$ cat config.mk
export PLATFORM = sky130hd
export DESIGN_NAME = multicycle_control_unit
export DESIGN_NICKNAME = d
export VERILOG_FILES = /design/src/rtl/multicycle_control_unit.sv
export SDC_FILE = /design/constraint.sdc
export NUM_CORES = 1
export LEC_CHECK = 0
export CORE_AREA = 2 2 72 74
export CTS_CLUSTER_SIZE = 40
export DETAILED_ROUTE_END_ITERATION = 12
export DIE_AREA = 0 0 74 76
export PLACE_DENSITY_LB_ADDON = 0.05
export SYNTH_ARGS = -nofsm -noshare
export SYNTH_HDL_FRONTEND = slang
export SYNTH_SLANG_ARGS = --single-unit
$ cat constraint.sdc
create_clock -name clk -period 1.8 [get_ports clk]
set_input_delay 0.36 -clock clk [delete_from_list [all_inputs] [get_ports clk]]
set_output_delay 0.36 -clock clk [all_outputs]
set_load 0.05 [all_outputs]
$ cat src/rtl/multicycle_control_unit.sv
// Multi-cycle RV32I controller: sequences IF/ID/EX/MEM/WB over shared memory and ALU,
// counts retired instructions and parks in HALT on ECALL with x17==10.
module multicycle_control_unit #(
  parameter int unsigned OPCODE_WIDTH = 7,
  parameter int unsigned CNT_WIDTH    = 32,
  parameter int unsigned STATE_WIDTH  = 3
) (
  input  logic                    clk,
  input  logic                    reset,
  input  logic [OPCODE_WIDTH-1:0] opcode,
  input  logic                    bcond,
  input  logic                    mem_ready,
  input  logic                    halt_x17,
  output logic                    pc_write,
  output logic [1:0]              pc_source,
  output logic                    i_or_d,
  output logic                    mem_read,
  output logic                    mem_write,
  output logic                    ir_write,
  output logic                    reg_write,
  output logic                    mem_to_reg,
  output logic                    pc_to_reg,
  output logic                    alu_src_a,
  output logic [1:0]              alu_src_b,
  output logic [1:0]              alu_op,
  output logic                    is_halted,
  output logic                    instr_done,
  output logic [CNT_WIDTH-1:0]    retired_count,
  output logic [STATE_WIDTH-1:0]  state_out
);

  localparam logic [STATE_WIDTH-1:0] S_IF   = STATE_WIDTH'(0);
  localparam logic [STATE_WIDTH-1:0] S_ID   = STATE_WIDTH'(1);
  localparam logic [STATE_WIDTH-1:0] S_EX   = STATE_WIDTH'(2);
  localparam logic [STATE_WIDTH-1:0] S_MEM  = STATE_WIDTH'(3);
  localparam logic [STATE_WIDTH-1:0] S_WB   = STATE_WIDTH'(4);
  localparam logic [STATE_WIDTH-1:0] S_HALT = STATE_WIDTH'(5);

  localparam logic [OPCODE_WIDTH-1:0] OP_R      = OPCODE_WIDTH'(7'b0110011);
  localparam logic [OPCODE_WIDTH-1:0] OP_I      = OPCODE_WIDTH'(7'b0010011);
  localparam logic [OPCODE_WIDTH-1:0] OP_LOAD   = OPCODE_WIDTH'(7'b0000011);
  localparam logic [OPCODE_WIDTH-1:0] OP_STORE  = OPCODE_WIDTH'(7'b0100011);
  localparam logic [OPCODE_WIDTH-1:0] OP_BRANCH = OPCODE_WIDTH'(7'b1100011);
  localparam logic [OPCODE_WIDTH-1:0] OP_JAL    = OPCODE_WIDTH'(7'b1101111);
  localparam logic [OPCODE_WIDTH-1:0] OP_JALR   = OPCODE_WIDTH'(7'b1100111);
  localparam logic [OPCODE_WIDTH-1:0] OP_ECALL  = OPCODE_WIDTH'(7'b1110011);

  logic [STATE_WIDTH-1:0] r_state;
  logic [STATE_WIDTH-1:0] w_next_state;
  logic [CNT_WIDTH-1:0]   r_retired_count;

  logic       w_pc_write;
  logic [1:0] w_pc_source;
  logic       w_i_or_d;
  logic       w_mem_read;
  logic       w_mem_write;
  logic       w_ir_write;
  logic       w_reg_write;
  logic       w_mem_to_reg;
  logic       w_pc_to_reg;
  logic       w_alu_src_a;
  logic [1:0] w_alu_src_b;
  logic [1:0] w_alu_op;
  logic       w_is_halted;
  logic       w_instr_done;

  // State register
  always_ff @(posedge clk or posedge reset) begin
    if (reset) r_state <= S_IF;
    else       r_state <= w_next_state;
  end

  // Next-state logic; opcode is held stable by the IR, so it is read live
  always_comb begin
    w_next_state = r_state;
    case (r_state)
      S_IF:  if (mem_ready) w_next_state = S_ID;
      S_ID: begin
        if (opcode == OP_ECALL) w_next_state = halt_x17 ? S_HALT : S_IF;
        else                    w_next_state = S_EX;
      end
      S_EX: begin
        if (opcode == OP_R || opcode == OP_I)
          w_next_state = S_WB;
        else if (opcode == OP_LOAD || opcode == OP_STORE)
          w_next_state = S_MEM;
        else
          w_next_state = S_IF;
      end
      S_MEM: if (mem_ready) w_next_state = (opcode == OP_LOAD) ? S_WB : S_IF;
      S_WB:   w_next_state = S_IF;
      S_HALT: w_next_state = S_HALT;
      default: w_next_state = S_IF;
    endcase
  end

  // Output decode per state (Mealy terms on mem_ready, bcond, halt_x17)
  always_comb begin
    w_pc_write   = 1'b0;
    w_pc_source  = 2'b00;
    w_i_or_d     = 1'b0;
    w_mem_read   = 1'b0;
    w_mem_write  = 1'b0;
    w_ir_write   = 1'b0;
    w_reg_write  = 1'b0;
    w_mem_to_reg = 1'b0;
    w_pc_to_reg  = 1'b0;
    w_alu_src_a  = 1'b0;
    w_alu_src_b  = 2'b00;
    w_alu_op     = 2'b00;
    w_is_halted  = 1'b0;
    w_instr_done = 1'b0;
    case (r_state)
      S_IF: begin
        w_mem_read = 1'b1;
        w_ir_write = mem_ready;
      end
      S_ID: begin
        w_alu_src_b = 2'b10;
        if (opcode == OP_ECALL) begin
          w_instr_done = 1'b1;
          w_pc_write   = ~halt_x17;
        end
      end
      S_EX: begin
        if (opcode == OP_R) begin
          w_alu_src_a = 1'b1;
          w_alu_op    = 2'b10;
        end else if (opcode == OP_I) begin
          w_alu_src_a = 1'b1;
          w_alu_src_b = 2'b10;
          w_alu_op    = 2'b10;
        end else if (opcode == OP_LOAD || opcode == OP_STORE) begin
          w_alu_src_a = 1'b1;
          w_alu_src_b = 2'b10;
        end else if (opcode == OP_BRANCH) begin
          w_alu_src_a  = 1'b1;
          w_alu_op     = 2'b01;
          w_pc_write   = 1'b1;
          w_pc_source  = bcond ? 2'b01 : 2'b00;
          w_instr_done = 1'b1;
        end else if (opcode == OP_JAL) begin
          w_reg_write  = 1'b1;
          w_pc_to_reg  = 1'b1;
          w_pc_write   = 1'b1;
          w_pc_source  = 2'b01;
          w_instr_done = 1'b1;
        end else if (opcode == OP_JALR) begin
          w_alu_src_a  = 1'b1;
          w_alu_src_b  = 2'b10;
          w_reg_write  = 1'b1;
          w_pc_to_reg  = 1'b1;
          w_pc_write   = 1'b1;
          w_pc_source  = 2'b10;
          w_instr_done = 1'b1;
        end else begin
          w_pc_write   = 1'b1;
          w_instr_done = 1'b1;
        end
      end
      S_MEM: begin
        w_i_or_d    = 1'b1;
        w_mem_read  = (opcode == OP_LOAD);
        w_mem_write = (opcode == OP_STORE);
        if (mem_ready && opcode != OP_LOAD) begin
          w_pc_write   = 1'b1;
          w_instr_done = 1'b1;
        end
      end
      S_WB: begin
        w_reg_write  = 1'b1;
        w_mem_to_reg = (opcode == OP_LOAD);
        w_pc_write   = 1'b1;
        w_instr_done = 1'b1;
      end
      S_HALT: w_is_halted = 1'b1;
      default: ;
    endcase
  end

  // Retired-instruction counter, wraps naturally at 2^CNT_WIDTH
  always_ff @(posedge clk or posedge reset) begin
    if (reset)             r_retired_count <= '0;
    else if (w_instr_done) r_retired_count <= r_retired_count + CNT_WIDTH'(1);
  end

  // Controls are forced low for the whole time reset is high
  assign pc_write      = ~reset & w_pc_write;
  assign pc_source     = reset ? 2'b00 : w_pc_source;
  assign i_or_d        = ~reset & w_i_or_d;
  assign mem_read      = ~reset & w_mem_read;
  assign mem_write     = ~reset & w_mem_write;
  assign ir_write      = ~reset & w_ir_write;
  assign reg_write     = ~reset & w_reg_write;
  assign mem_to_reg    = ~reset & w_mem_to_reg;
  assign pc_to_reg     = ~reset & w_pc_to_reg;
  assign alu_src_a     = ~reset & w_alu_src_a;
  assign alu_src_b     = reset ? 2'b00 : w_alu_src_b;
  assign alu_op        = reset ? 2'b00 : w_alu_op;
  assign is_halted     = ~reset & w_is_halted;
  assign instr_done    = ~reset & w_instr_done;
  assign retired_count = r_retired_count;
  assign state_out     = r_state;

endmodule

Word-level counts from Yosys, hierarchy flattened:

Cells that the tools add are included.

* bits in latches: 0
* word-level logic and storage cells: 95
* bits in read-only memories: 0
* register bits: 35
* RAM bits: 0
* memories: 0

* equality and inequality tests: 16
* mux-type cells: 58
* order comparisons: 0
* div/mod/pow operators: 0
* add/subtract/negate cells: 1
* multipliers: 0
* shifts and indexed selects: 0
* bitwise logic cells: 13
* reduce and logical (&&, ||, !) cells: 5

Operator list (count)
* $mux W2: 19
* $add A32 B1 Y32 const B: 1
* $eq A7 B7 Y1 const B: 4
* $mux W1: 27
* $mux W3: 6
* $pmux W3 S5: 1
* $eq A7 B6 Y1 const B: 2
* $and A1 B1 Y1: 11
* $pmux W1 S4: 2
* $eq A7 B2 Y1 const B: 1
* $eq A7 B5 Y1 const B: 1
* $ne A7 B2 Y1 const B: 1
* $eq A3 B2 Y1 const B: 2
* $eq A3 B3 Y1 const B: 2
* $ne A2 B2 Y1 const B: 2
* $pmux W1 S2: 2
* $pmux W2 S2: 1
* $eq A3 B1 Y1 const B: 1
* $logic_not A3 Y1: 1
* $logic_or A1 B1 Y1: 2
* $not A1 Y1: 2
* $reduce_and A2 Y1: 1
* $logic_and A1 B1 Y1: 1

Depth between registers and ports, before layout:

Gate-level depths: netlist of run 1.

* word-level depth: 9
* gate-level depth with buffers: 7
* mapped depth without buffers: 5

Least setup slack after synthesis of run 1:

Ideal clock, no wire load.

* path kind: input port to output port
* from: input reset
* to: output mem_to_reg
* setup slack: -1.354 ns
* stages on the path: 3
* arrival time: 2.794 ns
* path through: inv_1 > nand3_1 > nor4_1

* cells in the longest elaborated chain, start to end: 2

RTL lines
* from (decl): RTL line 9 `input logic reset,`
* $not A1 Y1: RTL line 195 `assign mem_to_reg = ~reset & w_mem_to_reg;`
* $and A1 B1 Y1: RTL line 195
* to (decl): RTL line 21 `output logic mem_to_reg,`

Every way passes these cells.

Worst setup path after layout of run 1:

* from: input opcode[2]
* to: output pc_write

* cells in the longest elaborated chain, start to end: 7
* elaborated cells on any way between the ends: 15
* classes of those cells: eq/ne (6); mux (6); bitwise (1); reduce/logical (2)

RTL lines
* from (decl): RTL line 10 `input logic [OPCODE_WIDTH-1:0] opcode,`
* $eq A7 B2 Y1 / $eq A7 B6 Y1 (equally long branches): RTL line 133 `end else if (opcode == OP_LOAD || opcode == OP_STORE) begin`
* $logic_or A1 B1 Y1: RTL line 133
* $mux W1: RTL line 133
* $mux W1: RTL line 129 `end else if (opcode == OP_I) begin`
* $mux W1: RTL line 126 `if (opcode == OP_R) begin`
* $pmux W1 S4 *: RTL line 113 `case (r_state)`
* $and A1 B1 Y1 *: RTL line 188 `assign pc_write = ~reset & w_pc_write;`
* to (decl): RTL line 14 `output logic pc_write,`

Mark *: on every way between the ends. The rest lies on a longest branch, timed or not.

==> flow_summary.ini, run 1 <==
[global_route]
antenna_found_initial = 0
grt_use_total_pct = 24.04
grt_start_max_net_pins = 36
grt_pass1_vias = 2180
grt_pass1_wl_um = 10610
grt.overflow.total = 0

[synth]
synth_fp_nets = 219
syn_area_um2 = 1984
synth_seq_cells = 35
synth.distinct_cells = 41
syn_inst = 206
syn_area_per_cell_um2 = 9.633
synthFlopType = dfrtp_1
ys_seq_area_share_pct = 44.14
synth_edf_count = 0
synthArstFlopShare_pct = 100.0
synth_warnings = 0

[worst_setup_path]
reg2reg_from = state_out[1]
crit_family = simple AND/OR/NAND/NOR gates
critPathKind = input pin to primary output
critPathBufInv = 2
critPathRequiredTime_ps = 1440
arrival_ps = 1780
slowest_delay_ps = 430
start_kind = input pin
cp_slowest_cell = or4_4
endpoint_kind = primary output
crit_chain = buf_6 > nand4bb_4 > or2_4 > or4_4 > a31oi_4 > buf_12
crit_path_max_fanout = 4
crit_start = opcode[2]

[die]
boundaryPins = 64
die_h_um = 76
rows = 26
start_util_pct = 40.40
die_area_um2 = 5624
core_area_um2 = 4912
die_w_um = 74

[clock_network]
max-clock-path-buffers = 2
cts-root-buf = clkbuf_8
clk_latency_ps = 280
cts_sinks = 35
clkTransAtPathRegs_ps = 70
numCtsBuffers = 5
h-tree-depth = 2
cts_tree = done
holdBufCountCts = 0

[detailed_routing]
drtAntennaViolNets = 0
drt-pass1-iter-count = 4
routed_wl_um = 6626
wl_per_cell_um = 16.48
drc = 0
vias = 2150
initialDrtViolationCount = 87
viasPerCell = 5.348

[status]
status = finished, violations left
failed_checks = setup timing

[hold_path]
min-delay-start = retired_count[31]
hold_class = flop to flop

[place]
place.gp.congestion = 0.7971
place_inst = 369
port-buffer-count = 62
dp.final_hpwl_um = 4198

[timing]
whs_ps = 470.7
rsz0062_at_grt = yes
fin_setup_tns_ps = -6321
period_share_pct = 118.8
fmax_mhz = 467.6
hold_viol_final = 0
setup_viol_count_final = 45
skew_ps = 6.656
drv_slew = 0
period_needed_ps = 2138
setup_ws_ps = -338.4

[cells_and_area]
nFillCells = 309
diodes = 0
finalNonFillerCells = 402
drive_gt1_share_pct = 65.36
syn_to_final_growth_pct = 95.02
final_nets = 344

[power_and_ir_drop]
p_per_area_nw_per_um2 = 944.3
vdd_ir_drop_max_uv = 998.6
leakagePower_nw = 1.656

[run]
drv_cap = 0
report_power, final:
group          internal, mW  leakage [nW]  switching (mW)
Sequential            0.869         0.450           0.120
Combinational         0.942          1.16            1.13
Clock                 0.309        0.0482           0.285
Total                  2.12          1.66            1.54
area by class of cell:
| class | count | area, um^2 | share of cell area (%) |
|---|---|---|---|
| multi-input cells | 158 | 1500 | 38.77 |
| repair buffers | 128 | 1277 | 33.01 |
| flip-flops and latches | 35 | 898.4 | 23.21 |
| well taps | 70 | 87.58 | 2.263 |
| clock buffers | 7 | 86.33 | 2.231 |
| inverters | 3 | 15.01 | 0.3880 |
| clock inverters | 1 | 5.005 | 0.1293 |
Yosys cell counts (2+ instances only):
library cell,n,area [um^2]
and2_1,2,12.51
and4_1,5,43.79
a21oi_1,3,15.01
nor3b_1,2,15.01
or2_2,3,18.77
a22oi_1,2,15.01
and3_1,8,50.05
buf_2,4,20.02
o21ai_0,3,15.01
xor2_1,3,26.28
a31oi_1,3,18.77
nand4b_1,2,17.52
xnor2_1,28,245.2
nor4_1,4,25.02
clkbuf_1,2,7.510
nor3_1,9,45.04
nand4_1,14,87.58
nand2_1,17,63.81
nand3_1,19,95.09
nor2_1,12,45.04
dfrtp_1,35,875.8
inv_1,3,11.26
nand2b_1,3,18.77
clkbuf_8,2,27.53
nor2b_1,2,12.51
per-stage QoR:
stage	util, %	setup slack, ps	instance area, um^2	total power, mW
floorplan	-	-267.7	2221	1.972
global placement	65.56	-673.9	3221	2.599
detailed placement	65.56	-690.0	3221	2.615
CTS	74.35	-361.1	3652	3.485
global route	78.78	-361.2	3870	3.799
finish	78.78	-338.4	3870	3.654
logic make-up (layout without fill, tap and decap cells):
family	Yosys count	after routing	synth area share, %
xor gates and xnor gates	31	31	13.68
buffers and inverters	13	139	4.288
AOI/OAI and AO/OA	18	18	6.179
DFF	35	35	44.14
other	1	1	0.1890
and+or+nand+nor	107	107	30.89
adders and majority gates	1	1	0.6304
layout by cell type (no fill, tap or decap), types with 5 or more instances in the layout:
master / n
buf_12: 16
buf_6: 24
and3_4: 5
nor2_1: 7
clkbuf_8: 6
buf_4: 77
xnor2_1: 25
nand3_4: 5
nand4_1: 14
nand3_1: 5
nor3_4: 5
dfrtp_1: 17
dfrtp_2: 18
nand2_1: 12
nand3_2: 9
path summary, 6_finish.rpt:
path,to,slack (ps),depth (start not counted)
setup / recovery,pc_write,-340,6
hold / removal,retired_count[31],470,1
setup reg to reg,retired_count[22],-190,8
hold reg to reg,retired_count[31],470,1
max in group asynchronous,retired_count[11],860,4
min in group asynchronous,retired_count[10],600,4
registers in the layout, indices dropped and copies added, names as in the netlist:
signal,flops
retired_count,32
state_out,3
worst reg2reg max path, delay by kind of cell, from the launching register on:
family                    cells  cell delay (ps)
AOI/OAI and AO/OA             1              150
buffers and inverters         3              430
xor gates and xnor gates      1              140
DFF                           1              430
and+or+nand+nor               3              720
metal layers:
metal  GRT usage [%]  wire (um)  vias up
met5               0          0        -
met4           10.18        198        0
met3           5.556        340       18
met2           40.18       3517       85
met1           29.04       2570     1055
li1                -          -      992
what timing repair did:
| item | 4_1_cts | 5_1_grt |
|---|---|---|
| setup endpoints to repair | 48 | 48 |
| cloned | 2 | 0 |
| pin swaps | 26 | 30 |
| resized for setup | 80 | 35 |
| buffers inserted | 16 | 10 |
| hold endpoints to repair | 0 | 0 |
No activity file was read; power rests on OpenSTA's default activity.
==> run 2: changes to the inputs <==
- SLEW_MARGIN: default -> 5
==> results of run 2 <==
No change in the layout: final DEF, timing and power equal those of run 1.
